--- config.mk ---
export PLATFORM = sky130hd
export DESIGN_NAME = iddmm_task_initiator
export DESIGN_NICKNAME = d
export VERILOG_FILES = /design/src/rtl/iddmm_task_initiator.sv
export SDC_FILE = /design/constraint.sdc
export NUM_CORES = 2
export LEC_CHECK = 0
export BUFFER_PORTS_ARGS = -buffer_cell sky130_fd_sc_hd__buf_4
export CAP_MARGIN = 20
export CORE_ASPECT_RATIO = 1.1
export CORE_MARGIN = 2
export CORE_UTILIZATION = 50
export DETAILED_ROUTE_END_ITERATION = 6
export PLACE_DENSITY = 0.7
export SLEW_MARGIN = 40
export SYNTH_ARGS = -nofsm -noshare
export SYNTH_HDL_FRONTEND = slang
export SYNTH_SLANG_ARGS = --single-unit
export TNS_END_PERCENT = 100
--- constraint.sdc ---
create_clock -name clk -period 7.8 [get_ports clk]
set_clock_uncertainty 0.2 [all_clocks]
set_input_delay 1.56 -clock clk [delete_from_list [all_inputs] [get_ports clk]]
set_output_delay 1.56 -clock clk [all_outputs]
set_load 0.02 [all_outputs]
--- src/rtl/iddmm_task_initiator.sv ---
// Job sequencer for the IDDMM core: streams x/y/m into the core, runs one task,
// buffers the result words and drains them to the host. Optional: IDDMM_M_CACHE_EN.
module iddmm_task_initiator #(
  parameter int K = 128,
  parameter int N = 32
) (
  input  logic                 clk,
  input  logic                 rst,
  input  logic                 start,
`ifdef IDDMM_M_CACHE_EN
  input  logic                 load_m,
`endif
  output logic                 busy,
  input  logic [K-1:0]         in_data,
  input  logic                 in_valid,
  output logic                 in_ready,
  input  logic [K-1:0]         m1,
  output logic [2:0]           wr_ena,
  output logic [$clog2(N)-1:0] wr_addr,
  output logic [K-1:0]         wr_x,
  output logic [K-1:0]         wr_y,
  output logic [K-1:0]         wr_m,
  output logic [K-1:0]         wr_m1,
  output logic                 task_req,
  input  logic                 task_grant,
  input  logic                 task_end,
  input  logic [K-1:0]         task_res,
  output logic [K-1:0]         res_data,
  output logic                 res_valid,
  input  logic                 res_ready,
  output logic                 res_last,
  output logic                 done
);

  // state   | meaning
  // IDLE    | waiting for start
  // LOAD_X  | accepting x words
  // LOAD_Y  | accepting y words
  // LOAD_M  | accepting m words
  // REQ     | requesting the core
  // WAIT    | granted, waiting for the first result word
  // COLLECT | storing result words
  // DRAIN   | all results stored, emptying the FIFO
  localparam int AW = $clog2(N);

  typedef enum logic [2:0] {
    IDLE, LOAD_X, LOAD_Y, LOAD_M, REQ, WAIT, COLLECT, DRAIN
  } state_t;

  state_t        state, state_nxt;
  logic [AW-1:0] cnt, cnt_nxt;
  logic          task_req_nxt;
  logic          load_m_r;
  logic          accept, push, pop, last_word;

  logic [K-1:0]  fifo_mem [N];
  logic [AW-1:0] wr_ptr, rd_ptr;
  logic [AW:0]   fifo_cnt;

  assign accept    = in_valid && in_ready;
  assign last_word = (cnt == AW'(N - 1));
  assign push      = task_end && (state == WAIT || state == COLLECT);
  assign pop       = res_valid && res_ready;
  assign res_valid = (fifo_cnt != '0);
  assign res_data  = res_valid ? fifo_mem[rd_ptr] : '0;
  // The FIFO is empty at the start of every job, so the read pointer is the word index.
  assign res_last  = res_valid && (rd_ptr == AW'(N - 1));
  assign done      = pop && res_last;
  assign busy      = (state != IDLE);
  assign in_ready  = (state == LOAD_X) || (state == LOAD_Y) || (state == LOAD_M);

`ifdef IDDMM_M_CACHE_EN
  always_ff @(posedge clk) begin
    if (rst)
      load_m_r <= 1'b0;
    else if (state == IDLE && start)
      load_m_r <= load_m;
  end
`else
  assign load_m_r = 1'b1;
`endif

  always_comb begin
    state_nxt    = state;
    cnt_nxt      = cnt;
    task_req_nxt = 1'b0;
    case (state)
      IDLE: begin
        if (start) begin
          state_nxt = LOAD_X;
          cnt_nxt   = '0;
        end
      end
      LOAD_X, LOAD_Y, LOAD_M: begin
        if (accept) begin
          cnt_nxt = cnt + AW'(1);
          if (last_word) begin
            cnt_nxt = '0;
            if (state == LOAD_X)
              state_nxt = LOAD_Y;
            else if (state == LOAD_Y)
              state_nxt = load_m_r ? LOAD_M : REQ;
            else
              state_nxt = REQ;
          end
        end
      end
      REQ: begin
        // task_req is registered so it rises one cycle after the final core write.
        if (task_req && task_grant)
          state_nxt = WAIT;
        else
          task_req_nxt = 1'b1;
      end
      WAIT: begin
        if (task_end) begin
          state_nxt = COLLECT;
          cnt_nxt   = AW'(1);
        end
      end
      COLLECT: begin
        if (task_end) begin
          cnt_nxt = cnt + AW'(1);
          if (last_word) begin
            cnt_nxt   = '0;
            state_nxt = DRAIN;
          end
        end
      end
      DRAIN: begin
        if (done)
          state_nxt = IDLE;
      end
      default: state_nxt = IDLE;
    endcase
  end

  always_ff @(posedge clk) begin
    if (rst) begin
      state    <= IDLE;
      cnt      <= '0;
      task_req <= 1'b0;
    end else begin
      state    <= state_nxt;
      cnt      <= cnt_nxt;
      task_req <= task_req_nxt;
    end
  end

  always_ff @(posedge clk) begin
    if (rst) begin
      wr_ena  <= '0;
      wr_addr <= '0;
      wr_x    <= '0;
      wr_y    <= '0;
      wr_m    <= '0;
      wr_m1   <= '0;
    end else begin
      wr_ena <= '0;
      if (accept) begin
        wr_addr <= cnt;
        wr_m1   <= m1;
        case (state)
          LOAD_X: begin
            wr_ena <= 3'b001;
            wr_x   <= in_data;
          end
          LOAD_Y: begin
            wr_ena <= 3'b010;
            wr_y   <= in_data;
          end
          default: begin
            wr_ena <= 3'b100;
            wr_m   <= in_data;
          end
        endcase
      end
    end
  end

  always_ff @(posedge clk) begin
    if (rst) begin
      wr_ptr   <= '0;
      rd_ptr   <= '0;
      fifo_cnt <= '0;
    end else begin
      if (push)
        wr_ptr <= wr_ptr + AW'(1);
      if (pop)
        rd_ptr <= rd_ptr + AW'(1);
      case ({push, pop})
        2'b10:   fifo_cnt <= fifo_cnt + (AW+1)'(1);
        2'b01:   fifo_cnt <= fifo_cnt - (AW+1)'(1);
        default: fifo_cnt <= fifo_cnt;
      endcase
    end
  end

  always_ff @(posedge clk) begin
    if (push)
      fifo_mem[wr_ptr] <= task_res;
  end

endmodule

# Yosys cells after proc, flatten, opt, wreduce, memory -nomap -nowiden
# Memories as Yosys holds them, arrays and structs flattened. A register that Yosys moved wholly into a read port is not among the register bits.
# Index checks and enable logic that the tools add are counted.
[classes]
addsub = 5
eq_ne = 19
n_mux = 25
n_bitwise = 3
reduce_logical = 23
[op_table]
columns = ["op", "n"]
rows = [
  ["2-to-1 mux 128 bit", 1],
  ["2-to-1 mux 5 bit", 7],
  ["2-to-1 mux 3 bit", 10],
  ["case mux 5 bit (4 select lines)", 1],
  ["case mux 3 bit (6 select lines)", 1],
  ["!= test 2 bit, second input constant", 8],
  ["adder 5 x 1 -> 5 bit, second input constant", 3],
  ["== test 3 bit, second input constant", 4],
  ["case mux 6 bit (2 select lines)", 1],
  ["== test 5 bit, second input constant", 2],
  ["AND reduction 8 bit", 1],
  ["adder 6 x 1 -> 6 bit, second input constant", 1],
  ["== test 3 x 2 -> 1 bit, second input constant", 2],
  ["logical AND 1 bit", 6],
  ["case mux 3 bit (2 select lines)", 1],
  ["AND reduction 2 bit", 3],
  ["nonzero test 6 bit", 1],
  ["OR reduction 2 bit", 3],
  ["subtractor 6 x 1 -> 6 bit, second input constant", 1],
  ["AND reduction 5 bit", 1],
  ["nonzero test 4 bit", 1],
  ["== test 3 x 1 -> 1 bit, second input constant", 1],
  ["logical NOT 3 bit", 1],
  ["logical OR 1 bit", 3],
  ["other kinds (7)", 11],
]
[totals]
regBits = 545
ramBits = 4096
input_bits = 391
word_cells = 88
mem_count = 1
[memory_table]
columns = ["memory", "depth", "width", "read_ports", "rd_ports_with_merged_regs", "write_ports", "line", "source"]
rows = [
  ["fifo_mem", 32, 128, 1, 1, 1, "56", "logic [K-1:0] fifo_mem [N];"],
]

# Depth between registers and ports, before layout
[depth]
word_depth = 6
ltp_mapped = 13
mapped_depth_nobuf = 11

# Least setup slack after synthesis
# No wires, ideal clock.
[synth_path]
path_type = "in2reg"
start = "input port task_end"
end = "memory fifo_mem[31][0] (enable)"
arrival_ns = 7.655
required_time_ns = 6.983
slack_ns = -0.673
stages = 4
cell_sequence = "nand2_1 nor2_1 nand2_1 nor2_1"
[synth_between]
elab_chain_cells = 3
[synth_lines]
columns = ["item", "line", "source"]
rows = [
  ["start, declared", "26", "input logic task_end,"],
  ["logical AND 1 bit", "62", "assign push = task_end && (state == WAIT || state == COLLECT);"],
  ["2-to-1 mux 1 bit", "200", "if (push)"],
  ["2-to-1 mux 1 bit (implied by the code)", "201", "fifo_mem[wr_ptr] <= task_res;"],
  ["end, declared", "56", ""],
]
# No other way between the ends.

==> metrics.cfg <==
[hold_path]
hold_end=wr_m[69]
hold_start=wr_m[69]
hp-class=reg -> reg
holdPathStages=2

[layout]
num-nets-final=10400
syn2layout_area_growth_pct=16.7
fin_area_um2=202000
stdcell_count=15000
drive_gt1_share_pct=28.6

[worst_setup_path]
critical_path_peak_fanout=45
path_class=reg -> out
r2r_end=fifo_mem[25][118]
r2r_cells=6
crit_family=buffers and inverters
path_cells=nor2b_4, buf_4, buf_4, a22oi_1, nand2_1, a22o_1, buf_4
critPathBufInv=3
worstPathArrival_ns=4.21
critPathMaxStageDelay_ns=0.71
crit_path_end_kind=primary output
critPathSlowestCell=buf_4
r2r-start=state[0]
cpMostUsedCell=buf_4
rrSetupSlack_ns=3.76
cp.required_ns=6.04
start_kind=flop

[timing]
max_freq_mhz=167
rsz0062_at_grt=false
period_share_pct=76.6
tightest_slew_ns=0.917
hold_viol=0
drv_slew=0
period_minus_slack_ns=5.97
setup_viol=0
max-slew-margin-rel_pct=38.9
setup_tns_ns=0

[global_routing]
grt_pass1_wl_um=757000
antenna_found_initial=109
grt_overflow=0
grt_pass1_vias=93900
track_usage_pct=31.4
grt_max_degree=206

[power]
leakagePower_nw=64.2
intPower_mw=40.3
powerDensity_nw_per_um2=259
swShare_pct=23.1
p_comb_share_pct=6.7
power_switching_mw=12.1
p_seq_share_pct=52.6
ir_drop_v=0.000252
pwr-share-clk_pct=40.7
total_power_mw=52.4

[synth]
synth-async-reset-ratio_pct=0
yosysSeqAreaShare_pct=77.3
synth_area_um2=173000
synth.distinct_cells=60
ys_ff_latch=4646
postSynthNetCount=9296
synth_edf_count=4096
yosys_most_used_dff=edfxtp_1
yosysWarnings=0
postSynthCellCount=8895
postSynthAreaPerCell_um2=19.5

[place]
port_buffers=1044
place_hpwl_um=321000
dp.cells=14100
place_area_um2=188000
gp_congestion=0.933

[die]
ios=1045
die_w_um=566
fp.dieArea_um2=352000
initial_utilization_pct=50.3
fp.coreArea_um2=345000
row_count=226
die_h_um=622

[clock_network]
postCtsSetupBuffers=0
hold_buffers=0
clk_pin_slew_worst_paths_ns=0.07
tritoncts=done
cts_buffers=444
cts_max_level=5
clockBufferDepth=4
insertion_delay_ns=0.98
cts_resized=0
cts_root_buffer=clkbuf_16
clock_sinks=4646

[route]
route.detailed.drc=2
ant_nets=0
wl_per_cell_um=37.0
vias=95200
vias_per_cell=6.34
first_pass_iters=7
drtIter0Drc=12900
wl_um=556000

[flow_run]
max_cap_violations=0

[status]
violations=DRC
outcome=finished with violations

[how the worst max path moves through the flow]
stage | startpoint | endpoint | slack [ns] | depth (start not counted)
3_5_place_dp | flop | res_data[100] | 2.79 | 7
3_3_place_gp | flop | res_data[3] | 2.62 | 7
5_1_grt | flop | res_data[100] | 1.58 | 7
6_report | flop | res_data[70] | 1.83 | 7
4_1_cts | flop | res_data[100] | 1.71 | 7
2_1_floorplan | task_end | fifo_mem[31][0] | -0.67 | 4
[worst min-delay path: cells and delay by family (launching register included)]
kind	cells	cell delay (ns)
flops	1	0.31
simple gates	1	0.05
compound gates	1	0.05
[Yosys cell counts (3+ instances only)]
master,n,area share (%)
a22o_1,129,0.65
nor2_1,73,0.16
buf_2,177,0.51
inv_1,10,0.022
nand3_1,5,0.014
nand3b_1,4,0.017
and3_1,3,0.011
mux4_2,1024,13
dfxtp_1,550,6.3
clkbuf_1,284,0.61
nor2b_1,9,0.032
and2_1,7,0.025
nand2_1,1306,2.8
edfxtp_1,4096,71
mux2i_1,6,0.035
a21oi_1,530,1.5
nor3_1,3,0.0087
buf_4,26,0.11
buf_6,33,0.21
nand4_1,3,0.011
o21ai_0,5,0.014
mux2_1,3,0.019
nand2b_1,3,0.011
xnor2_1,3,0.015
ha_1,10,0.072
buf_1,33,0.071
or3_1,3,0.011
xor2_1,8,0.040
a22oi_1,512,2.2
[cell usage in the layout (no fill, tap or decap), types with 12 or more instances in the layout]
master and count:
edfxtp_1 4096, nand2_1 1306, buf_4 1126, mux4_2 1024, dfxtp_1 545, a21oi_1 530
a22oi_1 512, clkbuf_16 447, a22o_1 129, clkinv_1 100, buf_12 81, clkinv_2 80
clkbuf_1 77, diode_2 58, nor2_4 38, bufinv_16 38, nor2_1 35, buf_16 26
buf_6 14, clkbuf_8 12, clkinvlp_4 12
[layer usage]
layer,part of all wire (%),vias up,global-route usage [%]
met5,0.081,-,0.137
met4,6.5,70,18.1
met3,10,1150,8.04
met2,49,5587,50.6
met1,34,50200,38.4
li1,-,38200,-
[power groups by stage]
stage | clock network [mW] | logic, mW | registers, mW
2_1_floorplan | 0 | 1.32 | 28.3
3_3_place_gp | 0 | 3.30 | 28.0
3_5_place_dp | 0 | 3.38 | 28.0
4_1_cts | 21.6 | 3.39 | 27.5
5_1_grt | 22.5 | 3.64 | 27.5
6_report | 21.3 | 3.50 | 27.5
[cell type report]
type                    instances  area, µm²
well taps                    4560       5710
clock buffers                 540      11700
clock inverters               275       2720
flip-flops and latches       4646     134000
diodes                         58        145
inverters                      11       41.3
repair buffers               1251      11000
multi-input cells            3685      37100
fillers                     24800     143000
[sequential cells by signal, summed over array words and instances (netlist names), 5 cells and up, named ones only]
signal	cells
fifo_mem	4096
wr_m1	128
wr_m	128
wr_x	128
wr_y	128
fifo_cnt	6
cnt	5
rd_ptr	5
wr_addr	5
wr_ptr	5
[logic make-up (layout without fill, tap and decap cells)]
family,count (synthesis),in the layout,synth area share (%)
buf+inv,564,2077,1.55
flops,4646,4646,77.3
fa+ha+maj,10,10,0.0721
simple gates,1435,1435,3.21
mux,1034,1034,13.4
other cells,0,58,0
xor+xnor,11,11,0.0555
compound gates,1195,1195,4.50
[through the flow]
step	utilization [%]	hold slack, ns	setup WS [ns]
floorplan	-	0.245	-0.673
global placement	54.2	0.242	2.62
detailed placement	54.4	0.248	2.79
CTS	58.6	0.256	1.71
global route	58.7	0.271	1.58
finish	58.7	0.255	1.83
No activity file was read; power rests on OpenSTA's default activity.
